==> src/rtl/ucsbece154b_refill_arbiter_if.sv <==
// Bundles both caches' miss ports and the refill controller port into one interface.
// The arbiter connects through slave; the environment (caches/controller) connects through master.
interface ucsbece154b_refill_arbiter_if;
  logic        ic_req_i;
  logic [31:0] ic_addr_i;
  logic [31:0] ic_data_o;
  logic        ic_ready_o;
  logic        ic_done_o;

  logic        dc_req_i;
  logic [31:0] dc_addr_i;
  logic [31:0] dc_data_o;
  logic        dc_ready_o;
  logic        dc_done_o;

  logic        mem_req_o;
  logic [31:0] mem_addr_o;
  logic [31:0] mem_data_i;
  logic        mem_ready_i;

  modport slave (
    input  ic_req_i, ic_addr_i, dc_req_i, dc_addr_i, mem_data_i, mem_ready_i,
    output ic_data_o, ic_ready_o, ic_done_o, dc_data_o, dc_ready_o, dc_done_o,
    output mem_req_o, mem_addr_o
  );

  modport master (
    output ic_req_i, ic_addr_i, dc_req_i, dc_addr_i, mem_data_i, mem_ready_i,
    input  ic_data_o, ic_ready_o, ic_done_o, dc_data_o, dc_ready_o, dc_done_o,
    input  mem_req_o, mem_addr_o
  );
endinterface

==> src/rtl/ucsbece154b_refill_arbiter.sv <==
// Shares one refill controller between the icache and dcache miss paths: round-robin
// grant on collisions, one request pulse per refill, word stream steered to the owner only.
module ucsbece154b_refill_arbiter #(
  parameter int BLOCK_SIZE = 4
) (
  input  logic                               clk,
  input  logic                               reset_i,
  ucsbece154b_refill_arbiter_if.slave        bus,
  output logic                               busy_o,
  output logic                               owner_o
);

  localparam int CW = $clog2(BLOCK_SIZE) + 1;
  localparam logic [CW-1:0] LAST_WORD = CW'(BLOCK_SIZE - 1);

  typedef enum logic [1:0] {IDLE, ISSUE, XFER, DONE} state_t;

  state_t        state_q, state_d;
  logic [CW-1:0] word_cnt_q, word_cnt_d;
  logic          last_owner_q, last_owner_d;
  logic          owner_q, owner_d;
  logic [31:0]   addr_q, addr_d;
  logic [31:0]   ic_data_q, ic_data_d;
  logic [31:0]   dc_data_q, dc_data_d;
  logic          ic_ready_q, ic_ready_d;
  logic          dc_ready_q, dc_ready_d;
  logic          winner;

  always_ff @(posedge clk or negedge reset_i) begin
    if (!reset_i) begin
      state_q      <= IDLE;
      word_cnt_q   <= '0;
      last_owner_q <= 1'b1;
      owner_q      <= 1'b0;
      addr_q       <= '0;
      ic_data_q    <= '0;
      dc_data_q    <= '0;
      ic_ready_q   <= 1'b0;
      dc_ready_q   <= 1'b0;
    end else begin
      state_q      <= state_d;
      word_cnt_q   <= word_cnt_d;
      last_owner_q <= last_owner_d;
      owner_q      <= owner_d;
      addr_q       <= addr_d;
      ic_data_q    <= ic_data_d;
      dc_data_q    <= dc_data_d;
      ic_ready_q   <= ic_ready_d;
      dc_ready_q   <= dc_ready_d;
    end
  end

  // On a collision the side that did not win last time goes first.
  always_comb begin
    if (bus.ic_req_i && bus.dc_req_i) winner = ~last_owner_q;
    else                              winner = bus.dc_req_i;
  end

  always_comb begin
    state_d      = state_q;
    word_cnt_d   = word_cnt_q;
    last_owner_d = last_owner_q;
    owner_d      = owner_q;
    addr_d       = addr_q;
    ic_data_d    = ic_data_q;
    dc_data_d    = dc_data_q;
    ic_ready_d   = 1'b0;
    dc_ready_d   = 1'b0;

    case (state_q)
      IDLE: begin
        if (bus.ic_req_i || bus.dc_req_i) begin
          owner_d = winner;
          addr_d  = winner ? bus.dc_addr_i : bus.ic_addr_i;
          state_d = ISSUE;
        end
      end
      ISSUE: begin
        word_cnt_d = '0;
        state_d    = XFER;
      end
      XFER: begin
        if (bus.mem_ready_i) begin
          word_cnt_d = word_cnt_q + 1'b1;
          if (owner_q) begin
            dc_data_d  = bus.mem_data_i;
            dc_ready_d = 1'b1;
          end else begin
            ic_data_d  = bus.mem_data_i;
            ic_ready_d = 1'b1;
          end
          // Last word leaves the register in the DONE cycle, alongside done_o.
          if (word_cnt_q == LAST_WORD) state_d = DONE;
        end
      end
      DONE: begin
        last_owner_d = owner_q;
        state_d      = IDLE;
      end
      default: state_d = IDLE;
    endcase
  end

  assign bus.mem_req_o  = (state_q == ISSUE);
  assign bus.mem_addr_o = addr_q;
  assign bus.ic_data_o  = ic_data_q;
  assign bus.dc_data_o  = dc_data_q;
  assign bus.ic_ready_o = ic_ready_q;
  assign bus.dc_ready_o = dc_ready_q;
  assign bus.ic_done_o  = (state_q == DONE) && !owner_q;
  assign bus.dc_done_o  = (state_q == DONE) &&  owner_q;
  assign busy_o         = (state_q != IDLE);
  assign owner_o        = owner_q;

endmodule
==> src/flat_wrapper.sv <==
// flat-port wrapper written by rule: the top's interface ports become plain ports
module ucsbece154b_refill_arbiter_flat 
#(
  parameter int BLOCK_SIZE = 4
)
  (clk, reset_i, busy_o, owner_o, bus_ic_req_i, bus_ic_addr_i, bus_dc_req_i, bus_dc_addr_i, bus_mem_data_i, bus_mem_ready_i, bus_ic_data_o, bus_ic_ready_o, bus_ic_done_o, bus_dc_data_o, bus_dc_ready_o, bus_dc_done_o, bus_mem_req_o, bus_mem_addr_o);
  ucsbece154b_refill_arbiter_if bus_i ();
  input  logic clk;
  input  logic reset_i;
  output logic busy_o;
  output logic owner_o;
  input wire logic [$bits(bus_i.ic_req_i)-1:0] bus_ic_req_i;
  input wire logic [$bits(bus_i.ic_addr_i)-1:0] bus_ic_addr_i;
  input wire logic [$bits(bus_i.dc_req_i)-1:0] bus_dc_req_i;
  input wire logic [$bits(bus_i.dc_addr_i)-1:0] bus_dc_addr_i;
  input wire logic [$bits(bus_i.mem_data_i)-1:0] bus_mem_data_i;
  input wire logic [$bits(bus_i.mem_ready_i)-1:0] bus_mem_ready_i;
  output wire logic [$bits(bus_i.ic_data_o)-1:0] bus_ic_data_o;
  output wire logic [$bits(bus_i.ic_ready_o)-1:0] bus_ic_ready_o;
  output wire logic [$bits(bus_i.ic_done_o)-1:0] bus_ic_done_o;
  output wire logic [$bits(bus_i.dc_data_o)-1:0] bus_dc_data_o;
  output wire logic [$bits(bus_i.dc_ready_o)-1:0] bus_dc_ready_o;
  output wire logic [$bits(bus_i.dc_done_o)-1:0] bus_dc_done_o;
  output wire logic [$bits(bus_i.mem_req_o)-1:0] bus_mem_req_o;
  output wire logic [$bits(bus_i.mem_addr_o)-1:0] bus_mem_addr_o;
  assign bus_i.ic_req_i = bus_ic_req_i;
  assign bus_i.ic_addr_i = bus_ic_addr_i;
  assign bus_i.dc_req_i = bus_dc_req_i;
  assign bus_i.dc_addr_i = bus_dc_addr_i;
  assign bus_i.mem_data_i = bus_mem_data_i;
  assign bus_i.mem_ready_i = bus_mem_ready_i;
  assign bus_ic_data_o = bus_i.ic_data_o;
  assign bus_ic_ready_o = bus_i.ic_ready_o;
  assign bus_ic_done_o = bus_i.ic_done_o;
  assign bus_dc_data_o = bus_i.dc_data_o;
  assign bus_dc_ready_o = bus_i.dc_ready_o;
  assign bus_dc_done_o = bus_i.dc_done_o;
  assign bus_mem_req_o = bus_i.mem_req_o;
  assign bus_mem_addr_o = bus_i.mem_addr_o;
  ucsbece154b_refill_arbiter #(.BLOCK_SIZE(BLOCK_SIZE)) u_core (.clk(clk), .reset_i(reset_i), .bus(bus_i), .busy_o(busy_o), .owner_o(owner_o));
endmodule
==> config.mk <==
export PLATFORM = sky130hd
export DESIGN_NAME = ucsbece154b_refill_arbiter_flat
export DESIGN_NICKNAME = d
export VERILOG_FILES = /design/src/rtl/ucsbece154b_refill_arbiter_if.sv /design/src/rtl/ucsbece154b_refill_arbiter.sv /design/src/flat_wrapper.sv
export SDC_FILE = /design/constraint.sdc
export NUM_CORES = 1
export LEC_CHECK = 0
export BUFFER_PORTS_ARGS = -buffer_cell sky130_fd_sc_hd__buf_2
export CORE_MARGIN = 5
export CORE_UTILIZATION = 45
export DETAILED_ROUTE_END_ITERATION = 6
export GPL_ROUTABILITY_DRIVEN = 0
export MAX_ROUTING_LAYER = met4
export PLACE_DENSITY = 0.88
export SKIP_LAST_GASP = 1
export SYNTH_ARGS = -nofsm -noshare
export SYNTH_HDL_FRONTEND = slang
export SYNTH_SLANG_ARGS = --single-unit
==> constraint.sdc <==
create_clock -name clk -period 2 [get_ports clk]
set_input_delay 0.1 -clock clk [delete_from_list [all_inputs] [get_ports clk]]
set_output_delay 0.1 -clock clk [all_outputs]
set_load 0.005 [all_outputs]
* Yosys cells after proc, flatten, opt, wreduce, memory -nomap -nowiden
Index checks and enable logic that the tools add are counted.
Storage, ports and cells: bits of input ports 101, register bits after elaboration 105, output and inout bits 103
Operators by class: $add $sub $neg 1, equal/unequal tests 7, bitwise gates (word level) 2, reductions and logical operators 13, multiplexer cells 14
Operators with widths (number):
- 32-bit two-way mux | 1
- 3-bit AND reduction | 3
- 2-bit one-hot mux with 4 select lines | 1
- 1-bit two-way mux | 7
- 2-bit two-way mux | 3
- 3-bit one-hot mux with 2 select lines | 1
- 2-bit == test (second input constant) | 2
- 2-bit by 1-bit inequality test with 1-bit output (second input constant) | 2
- 2-bit AND reduction | 2
- 2-bit nonzero test | 2
- 3-bit by 1-bit adder with 3-bit output (second input constant) | 1
- 3-bit by 2-bit == test with 1-bit output (second input constant) | 1
- 1-bit logical AND | 3
- 3-bit two-way mux | 1
- 2-bit by 1-bit == test with 1-bit output (second input constant) | 1
- 2-bit logical NOT | 1
- 2-bit inequality test (second input constant) | 1
- 1-bit NOT | 2
- 1-bit logical NOT | 1
- 1-bit logical OR | 1

* Depth between registers and ports, before layout
Gate-level depths: netlist of the first run.
depth after elaboration 4, mapped depth 7, depth with buffers taken out 5

* Worst setup path after synthesis of the first run
OpenSTA, ideal clock, no wires.
kind reg2reg, from register u_core.state_q[0], to register u_core.dc_data_q[10] (netlist: u_core.bus.dc_data_o[10]), cell stages (with the launch flop) 7, path buffers 2, data arrival time 1.358 ns, clock period less this slack 1.483 ns, setup time 0.125 ns, setup slack 0.517 ns, cell sequence dfrtp_1 inv_1 ha_1 buf_4 nand3_4 buf_6 mux2_4
Between the ends: word-level cells in the longest chain between the ends 2
RTL lines:
- start, declared | RTL line ucsbece154b_refill_arbiter.sv:18 | state_t state_q, state_d;
- start signal, assigned | RTL line ucsbece154b_refill_arbiter.sv:41 | state_q <= state_d;
- 2-bit == test | RTL line ucsbece154b_refill_arbiter.sv:70 | case (state_q)
- 3-bit AND reduction (no source line)
- end signal, assigned | RTL line ucsbece154b_refill_arbiter.sv:47 | dc_data_q <= dc_data_d;
- end, declared | RTL line ucsbece154b_refill_arbiter.sv:24 | logic [31:0] dc_data_q, dc_data_d;
Every way passes these cells. A chain may end at the register's enable or synchronous reset.

* Worst setup path in the final report of the first run
from register u_core.state_q[0], to register u_core.addr_q[27] (netlist: u_core.bus.mem_addr_o[27])
Between the ends: word-level cells in the longest chain between the ends 2
RTL lines:
- 2-bit logical NOT | RTL line ucsbece154b_refill_arbiter.sv:70
- 2-bit AND reduction (no source line)
- end signal, assigned | RTL line ucsbece154b_refill_arbiter.sv:45 | addr_q <= addr_d;
- end, declared | RTL line ucsbece154b_refill_arbiter.sv:22 | logic [31:0] addr_q, addr_d;
Every way passes these cells.

==> flow_summary.json, run 1 <==
{
  "synth_nets": 465,
  "fp.dieH_um": 111,
  "n_antenna_cell": 0,
  "start_util_pct": 45.4,
  "required_ns": 2.31,
  "overflow": 0,
  "grt_use_total_pct": 25.0,
  "synth_top_area_cell": "dfrtp_1",
  "power_density_mw_per_mm2": 1370,
  "maxCapViolCount": 0,
  "hpwl_um": 9220,
  "htreeDepth": 3,
  "synth_edf_count": 0,
  "routed_wl_um": 14800,
  "synthFlopType": "dfrtp_1",
  "worstHoldPathType": "in2reg",
  "ys_ff_latch": 105,
  "fillers": 648,
  "clkLatencyLatePin_ns": 0.37,
  "period_needed_ns": 1.92,
  "setup_viol": 0,
  "syn_inst": 357,
  "ios": 204,
  "coreArea_mm2": 0.0101,
  "hold_viol": 0,
  "seq_area_frac_synth_pct": 57.1,
  "status": "complete, no violations",
  "drt_iter0_drc": 354,
  "cts_buffer_depth": 2,
  "min_delay_path_depth": 3,
  "cp-end-kind": "register",
  "cts_tree": "yes",
  "detail-route-antenna-nets": 0,
  "period_share_pct": 96.1,
  "synth_most_common_cell": "dfrtp_1",
  "dr_total_vias": 4012,
  "first_pass_iters": 5,
  "syn2layout_area_growth_pct": 50.4,
  "crit_type": "reg2reg",
  "fp.dieArea_mm2": 0.0124,
  "max_freq_mhz": 520,
  "worstPathArrival_ns": 2.24,
  "grt_pass1_wl_um": 23900,
  "fin_skew_ns": 0.0145,
  "cts_num_sinks": 105,
  "total_leakage_power_nw": 3.59,
  "nets": 765,
  "ir_drop_mv": 0.618,
  "finalInstanceArea_mm2": 0.00693,
  "synth_commonest_cells": "dfrtp_1, nand2_1, mux2_4",
  "p_total_w": 0.00950,
  "clockRootBuffer": "clkbuf_8",
  "drt-wirelength-per-cell_um": 18.5,
  "row_count": 37,
  "slew_headroom_pct": 64.4,
  "synth-async-reset-ratio_pct": 100,
  "synth_area_per_cell_um2": 12.9,
  "crit_fanout": 12,
  "yosysTopAreaCellShare_pct": 56.5,
  "tightest_slew_ns": 0.534,
  "drc_errors": 0,
  "final_layout_size_suffix_gt1_share_pct": 45.8,
  "reg2reg_depth": 6,
  "fin_tns_setup_ns": 0,
  "die_w_um": 111,
  "synth.yosys.warnings": 0,
  "grt_pass1_vias": 4487,
  "vias_per_cell": 5.03,
  "antenna_found_initial": 0,
  "slew_viol_final": 0,
  "synth.distinct_cells": 28,
  "io_buffers": 203,
  "placed_area_mm2": 0.00575,
  "grt_setup_unrepaired": "no",
  "cp-start-kind": "register",
  "yosys-top-cells-area": "dfrtp_1, mux2_4, nand2_1",
  "grt_max_degree": 55,
  "path_clk_slew_ns": 0.11,
  "numCtsBuffers": 9,
  "synth_area_mm2": 0.00460
}
area by class of cell:
cell class,count,area [µm²],area share (%)
Inverter,7,26.3,0.379
Multi-Input combinational cell,223,1790,25.9
Clock buffer,10,138,1.99
Timing Repair Buffer,311,2120,30.6
Clock inverter,6,50.0,0.723
Sequential cell,105,2630,38.0
Tap cell,136,170,2.46
worst paths after layout:
check	start	endpoint	slack, ns
setup / recovery	u_core.state_q[0]$_DFFE_PN0P_	u_core.bus.mem_addr_o[27]$_DFFE_PN0P_	0.08
hold / removal	bus_dc_req_i	u_core.owner_o$_DFFE_PN0P_	0.19
setup reg to reg	u_core.state_q[0]$_DFFE_PN0P_	u_core.bus.mem_addr_o[27]$_DFFE_PN0P_	0.08
hold reg to reg	u_core.bus.ic_data_o[7]$_DFFE_PN0P_	u_core.bus.ic_data_o[7]$_DFFE_PN0P_	0.52
max in group asynchronous	reset_i	u_core.last_owner_q$_DFFE_PN1N_	0.97
min in group asynchronous	reset_i	u_core.bus.dc_data_o[4]$_DFFE_PN0P_	0.27
registers in the layout, summed over array words and instances, names as in the netlist:
signal and count:
u_core.bus.dc_data_o 32, u_core.bus.dc_ready_o 1, u_core.bus.ic_data_o 32, u_core.bus.ic_ready_o 1, u_core.bus.mem_addr_o 32, u_core.last_owner_q 1, u_core.owner_o 1, u_core.state_q 2
u_core.word_cnt_q 3
per-stage QoR:
step                setup WS [ns]  utilization, %  cells  hold WS (ns)
global route               0.0267            68.3    798         0.191
finish                     0.0781            68.3    798         0.186
CTS                        0.0869            68.2    797         0.185
detailed placement          0.265            56.7    684         0.108
floorplan                   0.517               -    357        -0.196
global placement            0.362            56.7    684         0.105
report_power, final:
part           switching, W  internal [W]
clock network      0.000763      0.000505
logic               0.00184       0.00249
registers          0.000698       0.00320
total               0.00330       0.00620
layout by cell type, fill, tap and decap left out, drive strengths merged, types with 2 or more instances in the layout:
cell / Yosys / layout
nand2: 66 / 66
nand3: 2 / 2
clkinv: 0 / 2
ha: 7 / 7
dlygate4sd3: 0 / 97
clkbuf: 1 / 10
inv: 7 / 10
a21oi: 2 / 2
a31oi: 32 / 32
a22o: 2 / 2
dfrtp: 104 / 104
buf: 21 / 214
mux2: 67 / 67
nor2: 34 / 34
critical path, cell delays in order, from the launching register on:
cell and delay (ns):
dfrtp_1 0.45, inv_1 0.17, ha_1 0.23, o21a_4 0.22, nor2_1 0.06, a31oi_1 0.17, dlygate4sd3_1 0.58
kinds of logic after synthesis:
kind of cell    synth area share [%]
simple gates                    9.48
flops                           57.1
mux                             21.1
compound gates                  6.03
buf+inv                         4.18
fa+ha+maj                       1.90
xor+xnor                       0.190
per-layer routing:
layer / track usage, % / vias up / share of wire, %
met1: 29.1 / 1937 / 39
met5: - / - / 0
met2: 41.6 / 223 / 50
met4: 8.92 / 0 / 2.8
met3: 7.31 / 38 / 8.3
li1: - / 1814 / -
what timing repair did:
action	CTS	global route
hold buffers	97	0
gates resized for setup	0	1
buffers inserted	0	1
hold endpoints to repair	135	0
endpoints found under the setup margin	0	5
Note: power is estimated with default switching activity, not from simulation.
==> run 2: changes to the inputs <==
==> constraint.sdc (replaced) <==
create_clock -name clk -period 2.3 [get_ports clk]
set_input_delay 0.115 -clock clk [delete_from_list [all_inputs] [get_ports clk]]
set_output_delay 0.115 -clock clk [all_outputs]
set_load 0.005 [all_outputs]
==> run 2 against run 1 <==
Flip-flop and latch count stayed put. Clock power is 14% lower. Fmax is 10% lower. Sequential share of layout area is 1.2 points higher. Final cell count is 2.8% lower. Critical path type unchanged.
==> flow_summary.json, run 2 (synthesis gave the netlist of run 1 again) <==
{
  "status": "complete, no violations",
  "dr_total_vias": 3902,
  "p_seq_share_pct": 40.0,
  "grt_pass1_wl_um": 22300,
  "fp.dieH_um": 111,
  "grt_max_degree": 55,
  "cpMaxStageDelayCell": "dlygate4sd3_1",
  "crit_chain": "inv_1 -> ha_1 -> o21a_4 -> buf_12 -> nor2_1 -> a31oi_1 -> dlygate4sd3_1",
  "crit_type": "reg2reg",
  "max_freq_mhz": 466,
  "overflow": 0,
  "worstHoldPathType": "in2reg",
  "path_clk_slew_ns": 0.11,
  "switchingPower_w": 0.00286,
  "setup_viol": 0,
  "row_count": 37,
  "cpPeakStageDelay_ns": 0.59,
  "detail-route-antenna-nets": 0,
  "drc_errors": 0,
  "clockRootBuffer": "clkbuf_8",
  "total_leakage_power_nw": 3.48,
  "drt_iter0_drc": 225,
  "maxCapViolCount": 0,
  "slew_headroom_pct": 61.5,
  "cts_buffer_depth": 2,
  "switching_share_pct": 33.7,
  "htreeDepth": 3,
  "period_share_pct": 93.2,
  "power_density_mw_per_mm2": 1260,
  "hpwl_um": 8940,
  "numCtsBuffers": 9,
  "grt_setup_unrepaired": "no",
  "layout_common_cells": "buf_2, dfrtp_1, dlygate4sd3_1",
  "fp.dieArea_mm2": 0.0124,
  "final_layout_size_suffix_gt1_share_pct": 46.9,
  "cpLargestDelayFamily": "buffers and inverters",
  "p_total_w": 0.00847,
  "hold_viol": 0,
  "cts_num_sinks": 105,
  "clkLatencyLatePin_ns": 0.37,
  "required_ns": 2.61,
  "start_util_pct": 45.4,
  "crit_buf_inv": 3,
  "period_needed_ns": 2.14,
  "cts_tree": "yes",
  "ir_drop_mv": 0.502,
  "cp-start-kind": "register",
  "die_w_um": 111,
  "grt_pass1_vias": 4252,
  "fin_hold_ws_ns": 0.0167,
  "pwr-share-clk_pct": 12.9,
  "fin_skew_ns": 0.0107,
  "nets": 743,
  "comb_power_share_pct": 47.1,
  "cp-end-kind": "register",
  "fin_tns_setup_ns": 0,
  "slew_viol_final": 0,
  "worstPathArrival_ns": 2.45,
  "io_buffers": 203,
  "n_antenna_cell": 0,
  "final_common_cell": "buf_2",
  "crit_fanout": 54,
  "coreArea_mm2": 0.0101,
  "routed_wl_um": 13800,
  "ios": 204,
  "drt-wirelength-per-cell_um": 17.8,
  "first_pass_iters": 4,
  "grt_use_total_pct": 23.1,
  "tightest_slew_ns": 0.577,
  "vias_per_cell": 5.03,
  "syn2layout_area_growth_pct": 45.8,
  "p_int_w": 0.00561,
  "antenna_found_initial": 0,
  "postCtsSetupBuffers": 0
}
-- run 2: worst paths after layout --
path / from / endpoint / slack (ns) / cells past startpoint
setup / recovery: u_core.state_q[1]$_DFFE_PN0P_ / u_core.bus.mem_addr_o[13]$_DFFE_PN0P_ / 0.16 / 7
hold / removal: bus_ic_addr_i[1] / u_core.bus.mem_addr_o[1]$_DFFE_PN0P_ / 0.02 / 3
setup reg to reg: u_core.state_q[1]$_DFFE_PN0P_ / u_core.bus.mem_addr_o[13]$_DFFE_PN0P_ / 0.16 / 7
hold reg to reg: u_core.bus.ic_data_o[0]$_DFFE_PN0P_ / u_core.bus.ic_data_o[0]$_DFFE_PN0P_ / 0.52 / 1
max in group asynchronous: reset_i / u_core.last_owner_q$_DFFE_PN1N_ / 1.27 / 3
min in group asynchronous: reset_i / u_core.bus.dc_data_o[7]$_DFFE_PN0P_ / 0.29 / 2
-- run 2: area by class of cell --
cell class                      instances  area [µm²]
Tap cell                              136         170
Inverter                                7        26.3
Sequential cell                       105        2630
Clock buffer                           10         138
Timing Repair Buffer                  289        1910
Multi-Input combinational cell        223        1790
Clock inverter                          6        51.3
Fill cell                             680        3420
-- run 2: what timing repair did --
action                                  in CTS  in global routing
endpoints found under the setup margin       0                 22
endpoints found under the hold margin      115                  0
gates resized for setup                      0                  1
hold buffers                                78                  0
-- run 2: tightest hold or removal path: stages --
cell	delay, ns
buf_2	0.10
nand2_1	0.06
a31oi_1	0.07
-- run 2: power by group through the flow --
stage          clock [W]  combinational (W)  sequential, W
2_1_floorplan          0            0.00197        0.00337
3_3_place_gp           0            0.00329        0.00333
3_5_place_dp           0            0.00344        0.00338
4_1_cts          0.00112            0.00393        0.00336
5_1_grt          0.00119            0.00433        0.00350
6_report         0.00109            0.00398        0.00339
-- run 2: metal layers --
layer	vias to the layer above	part of all wire, %	global-route usage, %
li1	1769	-	-
met1	1893	41	27.4
met2	197	49	38.0
met3	43	7.2	6.11
met4	0	3.2	8.68
met5	-	0	-
-- run 2: stage by stage --
step                      area [µm²]  instances  setup slack, ns  util [%]
after floorplan                 4600        357            0.817         -
after global placement          5740        682            0.630      56.6
after detailed placement        5740        682            0.529      56.6
after CTS                       6710        776            0.133      66.2
after global routing            6710        776         0.000198      66.2
final                           6710        776            0.156      66.2
==> run 3: changes to the inputs <==
--- a/config.mk
+++ b/config.mk
@@ -5,9 +5,10 @@
 export SDC_FILE = /design/constraint.sdc
 export NUM_CORES = 1
 export LEC_CHECK = 0
-export BUFFER_PORTS_ARGS = -buffer_cell sky130_fd_sc_hd__buf_2
+export BUFFER_PORTS_ARGS = -buffer_cell sky130_fd_sc_hd__buf_4
 export CORE_MARGIN = 5
 export CORE_UTILIZATION = 45
+export CTS_CLUSTER_DIAMETER = 80
 export DETAILED_ROUTE_END_ITERATION = 6
 export GPL_ROUTABILITY_DRIVEN = 0
 export MAX_ROUTING_LAYER = met4
==> run 3 against run 2 <==
Critical path depth stayed put. First-iteration DRC count is 27% higher. Core utilization is 5.9 points higher. Total power is 8.9% higher. Die area stayed put. Sequential share of layout area is 3.2 points lower. Critical endpoint is now u_core.bus.mem_addr_o[18]$_DFFE_PN0P_. Register-to-register slack hardly changed. Critical path type unchanged. Hold slack worse by 0.0033 ns. Count of clock-buffer cells in the layout is 1 higher. Largest power group unchanged.
==> flow_summary.json, run 3 (synthesis gave the netlist of run 1 again) <==
{
  "cpLargestDelayFamily": "buffers and inverters",
  "die_w_um": 111,
  "tightest_slew_ns": 0.660,
  "placed_area_mm2": 0.00622,
  "nets": 752,
  "status": "complete, no violations",
  "path_clk_slew_ns": 0.11,
  "total_leakage_power_nw": 3.70,
  "postCtsSetupBuffers": 0,
  "maxCapViolCount": 0,
  "hold_viol": 0,
  "power_density_mw_per_mm2": 1260,
  "layout_common_cells": "buf_4, dfrtp_1, dlygate4sd3_1",
  "drt_iter0_drc": 285,
  "cp-start-kind": "register",
  "dr_total_vias": 3910,
  "slew_headroom_pct": 56.0,
  "period_share_pct": 93.3,
  "clockRootBuffer": "clkbuf_8",
  "cp-end-kind": "register",
  "required_ns": 2.60,
  "r2r_start": "u_core.state_q[0]$_DFFE_PN0P_",
  "cpPeakStageDelay_ns": 0.59,
  "min_delay_path_depth": 3,
  "cts_buffer_depth": 2,
  "period_needed_ns": 2.15,
  "reg2reg_depth": 7,
  "worstHoldPathType": "in2reg",
  "grt_max_degree": 55,
  "max_freq_mhz": 466,
  "grt_use_total_pct": 25.0,
  "syn2layout_area_growth_pct": 58.8,
  "crit_chain": "inv_1 -> ha_1 -> o21a_4 -> buf_12 -> nor2_1 -> a31oi_1 -> dlygate4sd3_1",
  "crit_buf_inv": 3,
  "hold_start": "bus_dc_addr_i[12]",
  "worstReg2RegEnd": "u_core.bus.mem_addr_o[18]$_DFFE_PN0P_",
  "finalInstanceArea_mm2": 0.00731,
  "cts_num_sinks": 105,
  "coreArea_mm2": 0.0101,
  "row_count": 37,
  "overflow": 0,
  "grt_setup_unrepaired": "no",
  "routed_wl_um": 15000,
  "fin_skew_ns": 0.0117,
  "clkLatencyLatePin_ns": 0.36,
  "cpMaxStageDelayCell": "dlygate4sd3_1",
  "vias_per_cell": 4.98,
  "start_util_pct": 45.4,
  "ios": 204,
  "grt_pass1_wl_um": 23700,
  "numCtsBuffers": 9,
  "fp.dieH_um": 111,
  "hpwl_um": 9170,
  "setup_viol": 0,
  "first_pass_iters": 4,
  "p_total_w": 0.00921,
  "grt_pass1_vias": 4316,
  "fin_tns_setup_ns": 0,
  "n_antenna_cell": 0,
  "ir_drop_mv": 0.528,
  "worstPathArrival_ns": 2.45,
  "drc_errors": 0,
  "cts_tree": "yes",
  "detail-route-antenna-nets": 0,
  "io_buffers": 203,
  "r2r_setup_slack_ns": 0.15,
  "drt-wirelength-per-cell_um": 19.1,
  "antenna_found_initial": 0,
  "final_common_cell": "buf_4",
  "slew_viol_final": 0,
  "fp.dieArea_mm2": 0.0124,
  "crit_type": "reg2reg",
  "final_layout_size_suffix_gt1_share_pct": 46.2,
  "crit_fanout": 27,
  "htreeDepth": 3,
  "whs_endpoint": "u_core.bus.mem_addr_o[12]$_DFFE_PN0P_"
}
[run 3: changes by cell type in the layout (fill, tap and decap cells not counted), sizes merged]
cell and delta:
clkbuf +2, dlygate4sd3 +9, inv +1, buf -1
clkinvlp -2
[run 3: power breakdown]
part / internal [W] / switching (W) / total [W]
Combinational: 0.00294 / 0.00171 / 0.00465
Clock: 0.000463 / 0.000648 / 0.00111
Sequential: 0.00278 / 0.000675 / 0.00346
Total: 0.00618 / 0.00303 / 0.00921
[run 3: worst max-delay path by stage]
stage,startpoint,end,slack [ns],depth (start not counted)
2_1_floorplan,u_core.state_q[0]$_DFFE_PN0P_,u_core.bus.dc_data_o[10]$_DFFE_PN0P_,0.82,6
6_report,u_core.state_q[0]$_DFFE_PN0P_,u_core.bus.mem_addr_o[18]$_DFFE_PN0P_,0.15,7
3_3_place_gp,u_core.state_q[0]$_DFFE_PN0P_,u_core.bus.ic_data_o[8]$_DFFE_PN0P_,0.48,4
4_1_cts,u_core.state_q[0]$_DFFE_PN0P_,u_core.bus.mem_addr_o[11]$_DFFE_PN0P_,0.14,7
3_5_place_dp,u_core.state_q[0]$_DFFE_PN0P_,u_core.bus.ic_data_o[4]$_DFFE_PN0P_,0.41,4
5_1_grt,u_core.state_q[1]$_DFFE_PN0P_,u_core.bus.mem_addr_o[18]$_DFFE_PN0P_,0.03,7
[run 3: per-stage QoR]
step	cells	setup slack (ns)	utilization (%)	hold WS (ns)
floorplan	357	0.817	-	-0.181
global placement	681	0.482	61.4	0.111
detailed placement	681	0.410	61.4	0.114
CTS	782	0.143	71.6	0.000598
global route	785	0.0262	72.1	0.00151
finish	785	0.154	72.1	0.0134
[run 3: final cells by class]
type / instances / area [µm²]
fillers: 606 / 2830
well taps: 136 / 170
clock buffers: 11 / 151
clock inverters: 5 / 36.3
repair buffers: 298 / 2510
multi-input cells: 223 / 1790
flip-flops and latches: 105 / 2630
inverters: 7 / 26.3
[run 3: repair_timing]
action                                  4_1_cts  5_1_grt
endpoints found under the setup margin        0       17
gates resized for setup                       0        1
hold buffers                                 85        2
hold endpoints to repair                    128        1
[run 3: tightest hold or removal path: stages]
cell and delay (ns):
buf_4 0.11, nand2_1 0.05, a31oi_1 0.08
[run 3: metal layers]
metal | part of all wire (%) | vias to the layer above | global-route usage [%]
met5 | 0 | - | -
met4 | 2.3 | 0 | 7.87
met3 | 7.0 | 28 | 6.22
met2 | 51 | 187 | 41.1
met1 | 40 | 1908 | 30.5
li1 | - | 1787 | -
